## src/rtl/fifo_flex_if.sv

```systemverilog
// rtl/fifo_flex_if.sv - fifo_flex data/status bundle; peak only with FIFO_PEAK_TRACK_EN
interface fifo_flex_if #(
  parameter int B = 8,
  parameter int W = 4
);
  logic         wr;
  logic [B-1:0] wr_data;
  logic         rd;
  logic [B-1:0] rd_data;
  logic         full;
  logic         empty;
  logic         almost_full;
  logic         almost_empty;
  logic [W:0]   count;
  logic         overflow;
  logic         underflow;
  logic         clr_err;
`ifdef FIFO_PEAK_TRACK_EN
  logic [W:0]   peak;
`endif

  modport master (
    output wr, wr_data, rd, clr_err,
    input  rd_data, full, empty, almost_full, almost_empty, count, overflow, underflow
`ifdef FIFO_PEAK_TRACK_EN
    , peak
`endif
  );

  modport slave (
    input  wr, wr_data, rd, clr_err,
    output rd_data, full, empty, almost_full, almost_empty, count, overflow, underflow
`ifdef FIFO_PEAK_TRACK_EN
    , peak
`endif
  );
endinterface

```

## src/rtl/fifo_flex.sv

```systemverilog
// rtl/fifo_flex.sv - parametrised block-RAM FIFO, standard or FWFT read
// Optional occupancy high-water mark behind FIFO_PEAK_TRACK_EN.
module fifo_flex #(
  parameter int B     = 8,
  parameter int W     = 4,
  parameter int AF_TH = 2**W - 2,
  parameter int AE_TH = 2,
  parameter int FWFT  = 0
) (
  input  logic        clk,
  input  logic        rst_n,
  fifo_flex_if.slave  bus
);
  localparam int         DEPTH = 2**W;
  localparam logic [W:0] CAP   = DEPTH[W:0];
  localparam logic [W:0] AF_V  = AF_TH[W:0];
  localparam logic [W:0] AE_V  = AE_TH[W:0];
  localparam bit         FW    = (FWFT != 0);

  logic [B-1:0] mem [DEPTH];
  logic [B-1:0] ram_q;
  logic [B-1:0] rd_data_q;
  logic [W-1:0] wr_ptr;
  logic [W-1:0] rd_ptr;
  logic [W:0]   cnt;
  logic [W:0]   cnt_next;
  logic [W:0]   avail;
  logic         full_q, empty_q, af_q, ae_q, ovf_q, udf_q;
  logic         out_valid, pend, rd_pend;
  logic         empty_now, rd_acc, wr_acc, fetch, load, ram_re;

  // FWFT: pend marks ram_q holding a fetched word; out_valid marks rd_data_q as the head.
  always_comb begin
    empty_now = FW ? !out_valid : empty_q;
    rd_acc    = bus.rd & !empty_now;
    wr_acc    = bus.wr & (!full_q | rd_acc);
    cnt_next  = cnt;
    if (wr_acc && !rd_acc)
      cnt_next = cnt + 1'b1;
    else if (rd_acc && !wr_acc)
      cnt_next = cnt - 1'b1;
    avail  = cnt - {{W{1'b0}}, out_valid} - {{W{1'b0}}, pend};
    load   = FW & pend & (!out_valid | rd_acc);
    fetch  = FW & (avail != '0) & (!pend | load);
    ram_re = FW ? fetch : rd_acc;
  end

  // Read-before-write keeps the full+wr+rd case returning the old word.
  always_ff @(posedge clk) begin
    if (wr_acc)
      mem[wr_ptr] <= bus.wr_data;
    if (ram_re)
      ram_q <= mem[rd_ptr];
  end

  always_ff @(posedge clk or negedge rst_n) begin
    if (!rst_n) begin
      wr_ptr    <= '0;
      rd_ptr    <= '0;
      cnt       <= '0;
      full_q    <= 1'b0;
      empty_q   <= 1'b1;
      af_q      <= 1'b0;
      ae_q      <= 1'b1;
      ovf_q     <= 1'b0;
      udf_q     <= 1'b0;
      out_valid <= 1'b0;
      pend      <= 1'b0;
      rd_pend   <= 1'b0;
      rd_data_q <= '0;
    end else begin
      if (wr_acc)
        wr_ptr <= wr_ptr + 1'b1;
      if (ram_re)
        rd_ptr <= rd_ptr + 1'b1;
      cnt       <= cnt_next;
      full_q    <= (cnt_next == CAP);
      empty_q   <= (cnt_next == '0);
      af_q      <= (cnt_next >= AF_V);
      ae_q      <= (cnt_next <= AE_V);
      ovf_q     <= (bus.wr & full_q & !bus.rd) | (ovf_q & !bus.clr_err);
      udf_q     <= (bus.rd & empty_now) | (udf_q & !bus.clr_err);
      rd_pend   <= rd_acc & !FW;
      pend      <= fetch | (pend & !load);
      out_valid <= load | (out_valid & !rd_acc);
      if (load || rd_pend)
        rd_data_q <= ram_q;
    end
  end

  assign bus.rd_data      = rd_data_q;
  assign bus.full         = full_q;
  assign bus.empty        = empty_now;
  assign bus.almost_full  = af_q;
  assign bus.almost_empty = ae_q;
  assign bus.count        = cnt;
  assign bus.overflow     = ovf_q;
  assign bus.underflow    = udf_q;

`ifdef FIFO_PEAK_TRACK_EN
  logic [W:0] peak_q;

  always_ff @(posedge clk or negedge rst_n) begin
    if (!rst_n)
      peak_q <= '0;
    else if (bus.clr_err)
      peak_q <= cnt;
    else if (cnt > peak_q)
      peak_q <= cnt;
  end

  assign bus.peak = peak_q;
`else
  // peak tracking not built
`endif
endmodule

```

## src/flat_wrapper.sv

```systemverilog
// flat-port wrapper written by rule: the top's interface ports become plain ports
module fifo_flex_flat 
#(
  parameter int B     = 8,
  parameter int W     = 4,
  parameter int AF_TH = 2**W - 2,
  parameter int AE_TH = 2,
  parameter int FWFT  = 0
)
  (clk, rst_n, bus_wr, bus_wr_data, bus_rd, bus_clr_err, bus_rd_data, bus_full, bus_empty, bus_almost_full, bus_almost_empty, bus_count, bus_overflow, bus_underflow);
  fifo_flex_if #(.B(B), .W(W)) bus_i ();
  input  logic clk;
  input  logic rst_n;
  input wire logic [$bits(bus_i.wr)-1:0] bus_wr;
  input wire logic [$bits(bus_i.wr_data)-1:0] bus_wr_data;
  input wire logic [$bits(bus_i.rd)-1:0] bus_rd;
  input wire logic [$bits(bus_i.clr_err)-1:0] bus_clr_err;
  output wire logic [$bits(bus_i.rd_data)-1:0] bus_rd_data;
  output wire logic [$bits(bus_i.full)-1:0] bus_full;
  output wire logic [$bits(bus_i.empty)-1:0] bus_empty;
  output wire logic [$bits(bus_i.almost_full)-1:0] bus_almost_full;
  output wire logic [$bits(bus_i.almost_empty)-1:0] bus_almost_empty;
  output wire logic [$bits(bus_i.count)-1:0] bus_count;
  output wire logic [$bits(bus_i.overflow)-1:0] bus_overflow;
  output wire logic [$bits(bus_i.underflow)-1:0] bus_underflow;
  assign bus_i.wr = bus_wr;
  assign bus_i.wr_data = bus_wr_data;
  assign bus_i.rd = bus_rd;
  assign bus_i.clr_err = bus_clr_err;
  assign bus_rd_data = bus_i.rd_data;
  assign bus_full = bus_i.full;
  assign bus_empty = bus_i.empty;
  assign bus_almost_full = bus_i.almost_full;
  assign bus_almost_empty = bus_i.almost_empty;
  assign bus_count = bus_i.count;
  assign bus_overflow = bus_i.overflow;
  assign bus_underflow = bus_i.underflow;
  fifo_flex #(.B(B), .W(W), .AF_TH(AF_TH), .AE_TH(AE_TH), .FWFT(FWFT)) u_core (.clk(clk), .rst_n(rst_n), .bus(bus_i));
endmodule
```

## config.mk

```make
export PLATFORM = sky130hd
export DESIGN_NAME = fifo_flex_flat
export DESIGN_NICKNAME = d
export VERILOG_FILES = /design/src/rtl/fifo_flex_if.sv /design/src/rtl/fifo_flex.sv /design/src/flat_wrapper.sv
export SDC_FILE = /design/constraint.sdc
export NUM_CORES = 1
export LEC_CHECK = 0
export CORE_MARGIN = 2
export CORE_UTILIZATION = 40
export CTS_BUF_LIST = sky130_fd_sc_hd__clkbuf_8 sky130_fd_sc_hd__clkbuf_16
export DETAILED_ROUTE_END_ITERATION = 10
export SETUP_SLACK_MARGIN = 0.05
export SLEW_MARGIN = 30
export SYNTH_ARGS = -nofsm -noshare
export SYNTH_HDL_FRONTEND = slang
export SYNTH_SLANG_ARGS = --single-unit
```

## constraint.sdc

```tcl
create_clock -name clk -period 3.1 [get_ports clk]
set_clock_uncertainty 0.15 [all_clocks]
set_input_delay 0.31 -clock clk [delete_from_list [all_inputs] [get_ports clk]]
set_output_delay 0.31 -clock clk [all_outputs]
set_load 0.005 [all_outputs]
```

==> impl_metrics.yaml, run 1 <==
die:
  core_area_sq_um: 15900
  initial_core_util_pct: 40.9
  die-area_sq_um: 17400
  die_y_microns: 132
  die_w_microns: 132
  ios: 32
  std_cell_rows: 46
clock_network:
  cts_root_buf: "clkbuf_16"
  hold_buffers: 0
  h-tree-depth: 4
  cts_setup_buffers: 0
  clk_pin_slew_ps: 60
  cts_buffer_depth: 2
  clkLatencyLatePin_ps: 420
  clock-sinks: 164
  cts_resized: 0
  numCtsBuffers: 17
  cts_tree: "done"
power_and_ir_drop:
  p_per_area_nw_per_um2: 898
  p_leak_nw: 2.70
  ir_worst_vdd_v: 0.000431
synthesis:
  synth_xor_area_share_pct: 1.34
  synth-simple-area-share_pct: 3.30
  synth.net_count: 334
  synth.distinct_cells: 36
  synth_compound_area_share_pct: 1.76
  synthMuxAreaShare_pct: 16.9
  synth.avg_cell_area_sq_um: 20.8
  ys_ff_latch: 164
  syn_inst: 314
  synth_fa_ha_area_share_pct: 1.34
  yosys_warnings: 0
  yosys.area.top_type: "edfxtp_1"
  ys_seq_area_share_pct: 73.4
  synth_top_cell_area_share_pct: 62.6
  netlist_top_cells_area: "edfxtp_1 63%, mux4_1 12%, dfrtp_1 10%"
  synth_top_family_by_area: "multiplexers"
  syn_area_sq_um: 6530
sta:
  relSlewSlack_pct: 51.0
  fin_crit_sh_pct: 72.7
  setup_violations: 0
  drv_slew: 0
  report.final.hold_viol_count: 0
  rsz0062_at_grt: "no"
  fin_ws_ps: 846
  fmax_mhz: 444
  finalSetupTns_ps: 0
  worst_pin_slew_ps: 732
  period_minus_slack_ps: 2250
setup_path:
  worstSetupPathType: "reg2reg"
  cp-end-kind: "flip-flop"
  r2r-end: "u_core.ram_q[0]"
  crit_arrival_ps: 2260
  r2r_slack_ps: 850
  cp_data_required_time_ps: 3100
  r2r_cells: 3
  startpoint_type: "flip-flop"
  cp_max_fo: 35
  r2r-start: "u_core.rd_ptr[0]"
cells_and_area:
  syn_to_final_growth_pct: 18.6
  multi_input_area_sq_um: 1610
  final_core_util_pct: 48.5
  stdcell_area_sq_um: 7740
  drive_gt1_share_pct: 19.4
  fillCellCount: 1344
  nNetsFinal: 389
  insertedDiodeCount: 0
  seq_area_sq_um: 4790
  final_common_cell: "edfxtp_1"
  final_cell_mix: "136 x edfxtp_1, 31 x clkdlybuf4s50_1, 30 x mux4_1"
routing:
  drt_wl_total_mm: 12.4
  viasPerCell: 5.18
  ant_nets: 0
  via_count: 3099
  drt-initial-drc-count: 203
  drc: 0
  wl_per_cell_microns: 20.7
  drtPass1Iterations: 4
placed_design:
  io_buffer_count: 31
  routabilityCongestion: 0.832
  dpl.hpwl_mm: 7.92
  pre_cts_slack_ps: 555
  placed_cell_area_sq_um: 7170
global_routing:
  grt_max_degree: 36
  first_global_vias: 3201
  grt_remaining_overflow: 0
  grt_pass1_wl_mm: 18.9
  antenna_found_initial: 0
  grt_usage_pct: 15.2
outcome:
  outcome: "completed"
hold_path:
  hp-class: "in2async"
job:
  cap_violations: 0
## sequential cells by signal, indices dropped and copies added, names as in the netlist, 4 cells and up
| signal | count |
|---|---|
| u_core.bus.count | 5 |
| u_core.bus.rd_data | 8 |
| u_core.mem | 128 |
| u_core.ram_q | 8 |
| u_core.rd_ptr | 4 |
| u_core.wr_ptr | 4 |
## kinds of logic (layout without fill, tap and decap cells)
kind of cell | after synthesis | count (layout)
XOR/XNOR | 10 | 10
AND/OR/NAND/NOR | 46 | 46
AO/OA/AOI/OAI | 16 | 16
multiplexers | 48 | 48
flip-flops | 164 | 164
buffers and inverters | 23 | 91
adder cells (fa/ha/maj) | 7 | 7
## metal layers
metal  wire length, microns  share of wire [%]  GRT usage (%)
met5                      0                  0              0
met2                   6340                 51           25.2
met4                    215                1.7           5.98
met1                   5300                 43           19.6
met3                    515                4.2           3.54
## worst max-delay path, cell delays in order, from the launching register on
cell and delay [ps]:
dfrtp_2 370, buf_12 260, mux4_1 700, mux4_2 490
## stage by stage
| stage | hold slack, ps | cells | power (mW) |
|---|---|---|---|
| after CTS | 124 | 598 | 7.03 |
| final | 131 | 598 | 6.95 |
| after global placement | 310 | 566 | 5.02 |
| after detailed placement | 315 | 566 | 5.05 |
| after global routing | 149 | 598 | 7.31 |
| after floorplan | -136 | 314 | 4.32 |
## area by class of cell
cell class                      instances  share of cell area, %
Sequential cell                       164                   61.9
Timing Repair Buffer                   50                   6.02
Clock buffer                           19                   6.14
Inverter                                9                  0.469
Tap cell                              216                   3.49
Clock inverter                         13                   1.20
Multi-Input combinational cell        127                   20.8
## power by group
group	total [mW]	switching [mW]	leakage, nW	internal (mW)
registers	3.08	0.251	1.57	2.83
logic	1.88	0.886	0.834	0.999
clock network	1.98	0.800	0.298	1.18
total	6.95	1.94	2.70	5.01
## how the worst max path moves through the flow
stage                           startpoint                      end  cells after the start
after floorplan           u_core.bus.empty         u_core.mem[3][0]                      5
after global placement              bus_rd         u_core.mem[3][5]                      6
after detailed placement            bus_rd         u_core.mem[3][1]                      6
after CTS                 u_core.rd_ptr[0]          u_core.ram_q[3]                      3
after global routing      u_core.bus.empty  u_core.bus.almost_empty                      7
final                     u_core.rd_ptr[0]          u_core.ram_q[0]                      3
## Yosys cell counts (all sizes together)
library cell,instances
a31o,1
mux2,8
xnor2,8
dfstp,2
a21oi,2
a32oi,1
nand4,3
a22oi,1
buf,7
nand2,14
nor2b,1
nor4,2
inv,9
clkbuf,7
ha,7
o22ai,1
mux4,40
dfrtp,26
nand2b,3
nor3,5
a2111oi,1
a31oi,1
nor3b,1
edfxtp,136
o211ai,1
nand3,1
nand3b,1
o21ai,7
nor2,15
xor2,2
No activity file was read; power rests on OpenSTA's default activity.
==> run 2: changes to the inputs <==
==> constraint.sdc (replaced) <==
create_clock -name clk -period 1.9 [get_ports clk]
set_clock_uncertainty 0.15 [all_clocks]
set_input_delay 0.19 -clock clk [delete_from_list [all_inputs] [get_ports clk]]
set_output_delay 0.19 -clock clk [all_outputs]
set_load 0.005 [all_outputs]
==> run 2 against run 1 <==
The flow now finishes with violations (setup timing). Non-clock buffer count rose by 26. Final area rose by 7.5%. Hold slack got worse by 120 ps. Total power rose by 76%. Maximum frequency rose by 7.5%. Sequential share of layout area fell by 4.3 points. Critical path depth did not move. Register-to-register slack got worse by 1000 ps. Final cell count rose by 4.3%. Die area did not move. Via count rose by 1.9%. Sequential power rose by 63%.
==> impl_metrics.yaml, run 2 (same netlist as run 1, synthesis figures left out) <==
sta:
  timing.hold.ws_ps: 6.04
  worst_pin_slew_ps: 522
  fin_ws_ps: -197
  drv_slew: 0
  fin_crit_sh_pct: 110
  setup_violations: 8
  report.final.hold_viol_count: 0
  period_minus_slack_ps: 2100
  fmax_mhz: 477
  relSlewSlack_pct: 65.1
  rsz0062_at_grt: "yes"
  finalSetupTns_ps: -1360
global_routing:
  grt_remaining_overflow: 0
  grt_max_degree: 29
  grt_pass1_wl_mm: 19.4
  first_global_vias: 3290
  grt_usage_pct: 15.2
  antenna_found_initial: 0
setup_path:
  worstSetupPathType: "reg2reg"
  startpoint_type: "flip-flop"
  cp-end-kind: "flip-flop"
  cp_common_cell: "mux4_2"
  cp_slowest_cell: "mux4_2"
  crit_chain: "buf_12 -> mux4_2 -> mux4_2"
  worst_path_dominant_cell_family: "multiplexers"
  critical_path_buf_inv_count: 1
  r2r_slack_ps: -200
  crit_arrival_ps: 2100
  cp_max_fo: 17
  critPathMaxStageDelay_ps: 550
  cp_data_required_time_ps: 1900
power_and_ir_drop:
  p_clk_share_pct: 26.3
  ir_worst_vdd_v: 0.000673
  p_per_area_nw_per_um2: 1470
  p_sw_share_pct: 30.1
  power_frac_comb_pct: 32.7
  p_leak_nw: 2.83
  p_switching_mw: 3.69
  p_int_mw: 8.56
  fin_total_pwr_mw: 12.2
  p_seq_share_pct: 41.0
die:
  core_area_sq_um: 15900
  std_cell_rows: 46
  die_y_microns: 132
  ios: 32
  initial_core_util_pct: 40.9
  die-area_sq_um: 17400
  die_w_microns: 132
routing:
  drtPass1Iterations: 6
  drt-initial-drc-count: 223
  viasPerCell: 5.06
  drt_wl_total_mm: 12.2
  via_count: 3158
  ant_nets: 0
  drc: 0
  wl_per_cell_microns: 19.6
cells_and_area:
  fillCellCount: 1263
  largest_register: "u_core.mem"
  syn_to_final_growth_pct: 27.4
  final_cell_mix: "136 x edfxtp_1, 37 x mux4_2, 30 x clkdlybuf4s50_1"
  nNetsFinal: 415
  insertedDiodeCount: 0
  largest_register_ffs: 128
  drive_gt1_share_pct: 40.4
  stdcell_area_sq_um: 8320
  final_common_cell: "edfxtp_1"
placed_design:
  io_buffer_count: 31
  dpl.hpwl_mm: 8.44
  routabilityCongestion: 0.770
  placed_cell_area_sq_um: 7580
  pre_cts_slack_ps: -264
clock_network:
  cts_tree: "done"
  h-tree-depth: 4
  cts_root_buf: "clkbuf_16"
  clock-sinks: 164
  clk_pin_slew_ps: 60
  clkLatencyLatePin_ps: 420
  cts_buffer_depth: 2
  hold_buffers: 0
  numCtsBuffers: 17
hold_path:
  hp-class: "in2async"
outcome:
  failed_checks: "setup timing"
  outcome: "finished with violations"
job:
  cap_violations: 0
## run 2: changes by cell type in the layout (fill, tap and decap cells not counted), sizes merged
| cell | previous run | this run |
|---|---|---|
| clkbuf | 19 | 17 |
| dlygate4sd2 | 0 | 1 |
| clkinv | 6 | 3 |
| buf | 19 | 45 |
| clkinvlp | 1 | 0 |
| bufinv | 1 | 0 |
| inv | 14 | 21 |
| clkdlybuf4s50 | 31 | 30 |
## run 2: final timing paths
check / start / end / cells past startpoint
max: u_core.rd_ptr[0] / u_core.ram_q[6] / 3
min: rst_n / u_core.bus.count[1] / 2
max reg2reg: u_core.rd_ptr[0] / u_core.ram_q[6] / 3
min reg2reg: u_core.ram_q[0] / u_core.bus.rd_data[0] / 1
max in group asynchronous: rst_n / u_core.bus.empty / 2
min in group clk: bus_clr_err / u_core.bus.overflow / 2
## run 2: what timing repair did
| action | CTS | global route |
|---|---|---|
| resized for setup | 12 | 18 |
| setup endpoints to repair | 30 | 72 |
| pin swaps | 4 | 7 |
| cloned | 0 | 0 |
| buffers inserted | 1 | 3 |
## run 2: cell type report
| cell class | count | area (sq um) | area share (%) |
|---|---|---|---|
| clock buffers | 17 | 425 | 5.12 |
| flip-flops and latches | 164 | 4790 | 57.6 |
| inverters | 9 | 38.8 | 0.466 |
| multi-input cells | 127 | 1740 | 20.9 |
| clock inverters | 15 | 136 | 1.64 |
| repair buffers | 76 | 913 | 11.0 |
| well taps | 216 | 270 | 3.25 |
## run 2: routing by layer
layer  GRT usage [%]  routed length [microns]  up-vias
met3            5.00                      523        9
met2            23.7                     6100       88
met1            20.8                     5490     1636
met4            4.17                       88        0
met5               0                        0        -
li1                -                        -     1425
## run 2: through the flow
stage	utilization (%)	cells
floorplan	-	314
global placement	47.6	588
detailed placement	47.6	588
CTS	51.4	621
global route	52.2	624
finish	52.2	624
## run 2: power groups by stage
| stage | combinational, mW | sequential, mW | clock (mW) |
|---|---|---|---|
| 2_1_floorplan | 2.40 | 4.92 | 0 |
| 3_3_place_gp | 3.75 | 5.04 | 0 |
| 3_5_place_dp | 3.79 | 5.07 | 0 |
| 4_1_cts | 3.92 | 5.00 | 3.29 |
| 5_1_grt | 4.32 | 5.09 | 3.44 |
| 6_report | 4.00 | 5.02 | 3.22 |
==> run 3: changes to the inputs <==
--- a/config.mk
+++ b/config.mk
@@ -9,6 +9,7 @@
 export CORE_UTILIZATION = 40
 export CTS_BUF_LIST = sky130_fd_sc_hd__clkbuf_8 sky130_fd_sc_hd__clkbuf_16
 export DETAILED_ROUTE_END_ITERATION = 10
+export GPL_TIMING_DRIVEN = 0
 export SETUP_SLACK_MARGIN = 0.05
 export SLEW_MARGIN = 30
 export SYNTH_ARGS = -nofsm -noshare
==> run 3 against run 2 <==
The run still ends with setup timing left. Sequential power is essentially flat. Die area unchanged. Worst setup slack worse by 64 ps. Routed wire length increased by 5.4%. Global-route usage up 0.11 points. Hold slack improved by 57 ps. Non-clock buffer count rose by 9. Register-to-register slack got worse by 60 ps. Critical path depth rose by 1. Critical endpoint is now u_core.ram_q[1]. Largest cell class unchanged. Highest routed layer unchanged.
==> impl_metrics.yaml, run 3 (same netlist as run 1, synthesis figures left out) <==
cells_and_area:
  drive_gt1_share_pct: 42.7
  final_cell_mix: "136 x edfxtp_1, 36 x mux4_2, 26 x clkdlybuf4s50_1"
  syn_to_final_growth_pct: 31.4
  nNetsFinal: 424
  largest_register: "u_core.mem"
  final_common_cell: "edfxtp_1"
  fillCellCount: 1216
  insertedDiodeCount: 0
  final_core_util_pct: 53.8
  largest_register_ffs: 128
power_and_ir_drop:
  p_leak_nw: 2.89
  ir_worst_vdd_v: 0.000725
  p_per_area_nw_per_um2: 1510
global_routing:
  grt_pass1_wl_mm: 19.4
  grt_usage_pct: 15.3
  antenna_found_initial: 0
  grt_remaining_overflow: 0
  grt_max_degree: 29
  first_global_vias: 3350
die:
  initial_core_util_pct: 40.9
  std_cell_rows: 46
  die-area_sq_um: 17400
  die_w_microns: 132
  ios: 32
  core_area_sq_um: 15900
  die_y_microns: 132
clock_network:
  numCtsBuffers: 17
  cts_tree: "done"
  clkLatencyLatePin_ps: 420
  clock-sinks: 164
  h-tree-depth: 4
  cts_buffer_depth: 2
  cts_root_buf: "clkbuf_16"
  clk_pin_slew_ps: 60
sta:
  fmax_mhz: 463
  period_minus_slack_ps: 2160
  report.final.hold_viol_count: 0
  fin_ws_ps: -261
  worst_pin_slew_ps: 819
  setup_violations: 8
  fin_crit_sh_pct: 114
  rsz0062_at_grt: "yes"
  relSlewSlack_pct: 45.4
  drv_slew: 0
job:
  cap_violations: 0
routing:
  wl_per_cell_microns: 20.3
  drc: 0
  viasPerCell: 5.07
  drtPass1Iterations: 4
  ant_nets: 0
  drt_wl_total_mm: 12.9
  drt-initial-drc-count: 218
  via_count: 3212
outcome:
  failed_checks: "setup timing"
  outcome: "finished with violations"
setup_path:
  worstSetupPathType: "reg2reg"
  cp_data_required_time_ps: 1900
  startpoint_type: "flip-flop"
  cp_max_fo: 9
  crit_arrival_ps: 2160
  cp-end-kind: "flip-flop"
hold_path:
  hp-class: "in2reg"
placed_design:
  dpl.hpwl_mm: 7.90
  pre_cts_slack_ps: -669
  routabilityCongestion: 0.724
  io_buffer_count: 31
## run 3: changes by cell type in the layout (fill, tap and decap cells not counted), moves of 3 or more
| cell | delta |
|---|---|
| nor2_4 | +12 |
| nand2_8 | +4 |
| buf_12 | -5 |
| nand2_4 | -3 |
| dfrtp_2 | +3 |
| nor2_2 | -12 |
| inv_6 | -3 |
| buf_4 | -3 |
| clkdlybuf4s50_1 | -4 |
| buf_6 | +8 |
| dfrtp_1 | -3 |
| dlymetal6s2s_1 | +3 |
| clkinvlp_4 | +4 |
## run 3: cell type report
cell class              count  area (sq um)  area share (%)
clock buffers              17           425            4.96
inverters                   9          41.3           0.482
repair buffers             74           842            9.82
clock inverters            15           169            1.97
plain buffers              11           118            1.37
multi-input cells         127          1910            22.3
well taps                 216           270            3.15
flip-flops and latches    164          4800            55.9
## run 3: final timing paths
kind | from | end | slack [ps] | depth (start not counted)
min reg2reg | u_core.ram_q[0] | u_core.bus.rd_data[0] | 330 | 1
min | bus_wr | u_core.bus.overflow | 60 | 3
min in group asynchronous | rst_n | u_core.bus.count[4] | 180 | 2
max in group asynchronous | rst_n | u_core.wr_ptr[3] | 940 | 2
max | u_core.rd_ptr[0] | u_core.ram_q[1] | -260 | 4
max reg2reg | u_core.rd_ptr[0] | u_core.ram_q[1] | -260 | 4
## run 3: stage by stage
step	cell area (sq um)	cells	power, mW	hold slack [ps]	setup TNS [ps]
after floorplan	6550	314	7.32	-256	-757
after global placement	7130	561	8.46	308	-83080
after detailed placement	7120	561	8.53	113	-83110
after CTS	8240	622	12.6	191	-2080
after global routing	8570	633	13.6	75.9	-3500
final	8570	633	13.0	63.3	-1950
## run 3: where the power goes
group	total (mW)	switching, mW	internal, mW
sequential	5.02	0.385	4.63
clock	3.42	1.45	1.97
combinational	4.53	2.12	2.41
total	13.0	3.96	9.01
## run 3: what timing repair did
| action | 4_1_cts | 5_1_grt |
|---|---|---|
| pin swaps | 17 | 20 |
| buffers inserted | 31 | 12 |
| gates resized for setup | 45 | 36 |
| setup endpoints to repair | 142 | 140 |
| hold endpoints to repair | 26 | 0 |
| hold buffers | 1 | 0 |
## run 3: critical path, stage by stage (launching register included)
cell and delay [ps]:
dfrtp_1 370, buf_6 160, buf_12 160, mux4_2 560, mux4_2 500
## run 3: metal layers
| layer | vias to the layer above | routed length, microns | global-route usage [%] |
|---|---|---|---|
| met5 | - | 0 | 0 |
| met4 | 0 | 131 | 4.83 |
| met3 | 15 | 632 | 4.04 |
| met2 | 82 | 6630 | 24.9 |
| met1 | 1680 | 5470 | 20.5 |
| li1 | 1435 | - | - |
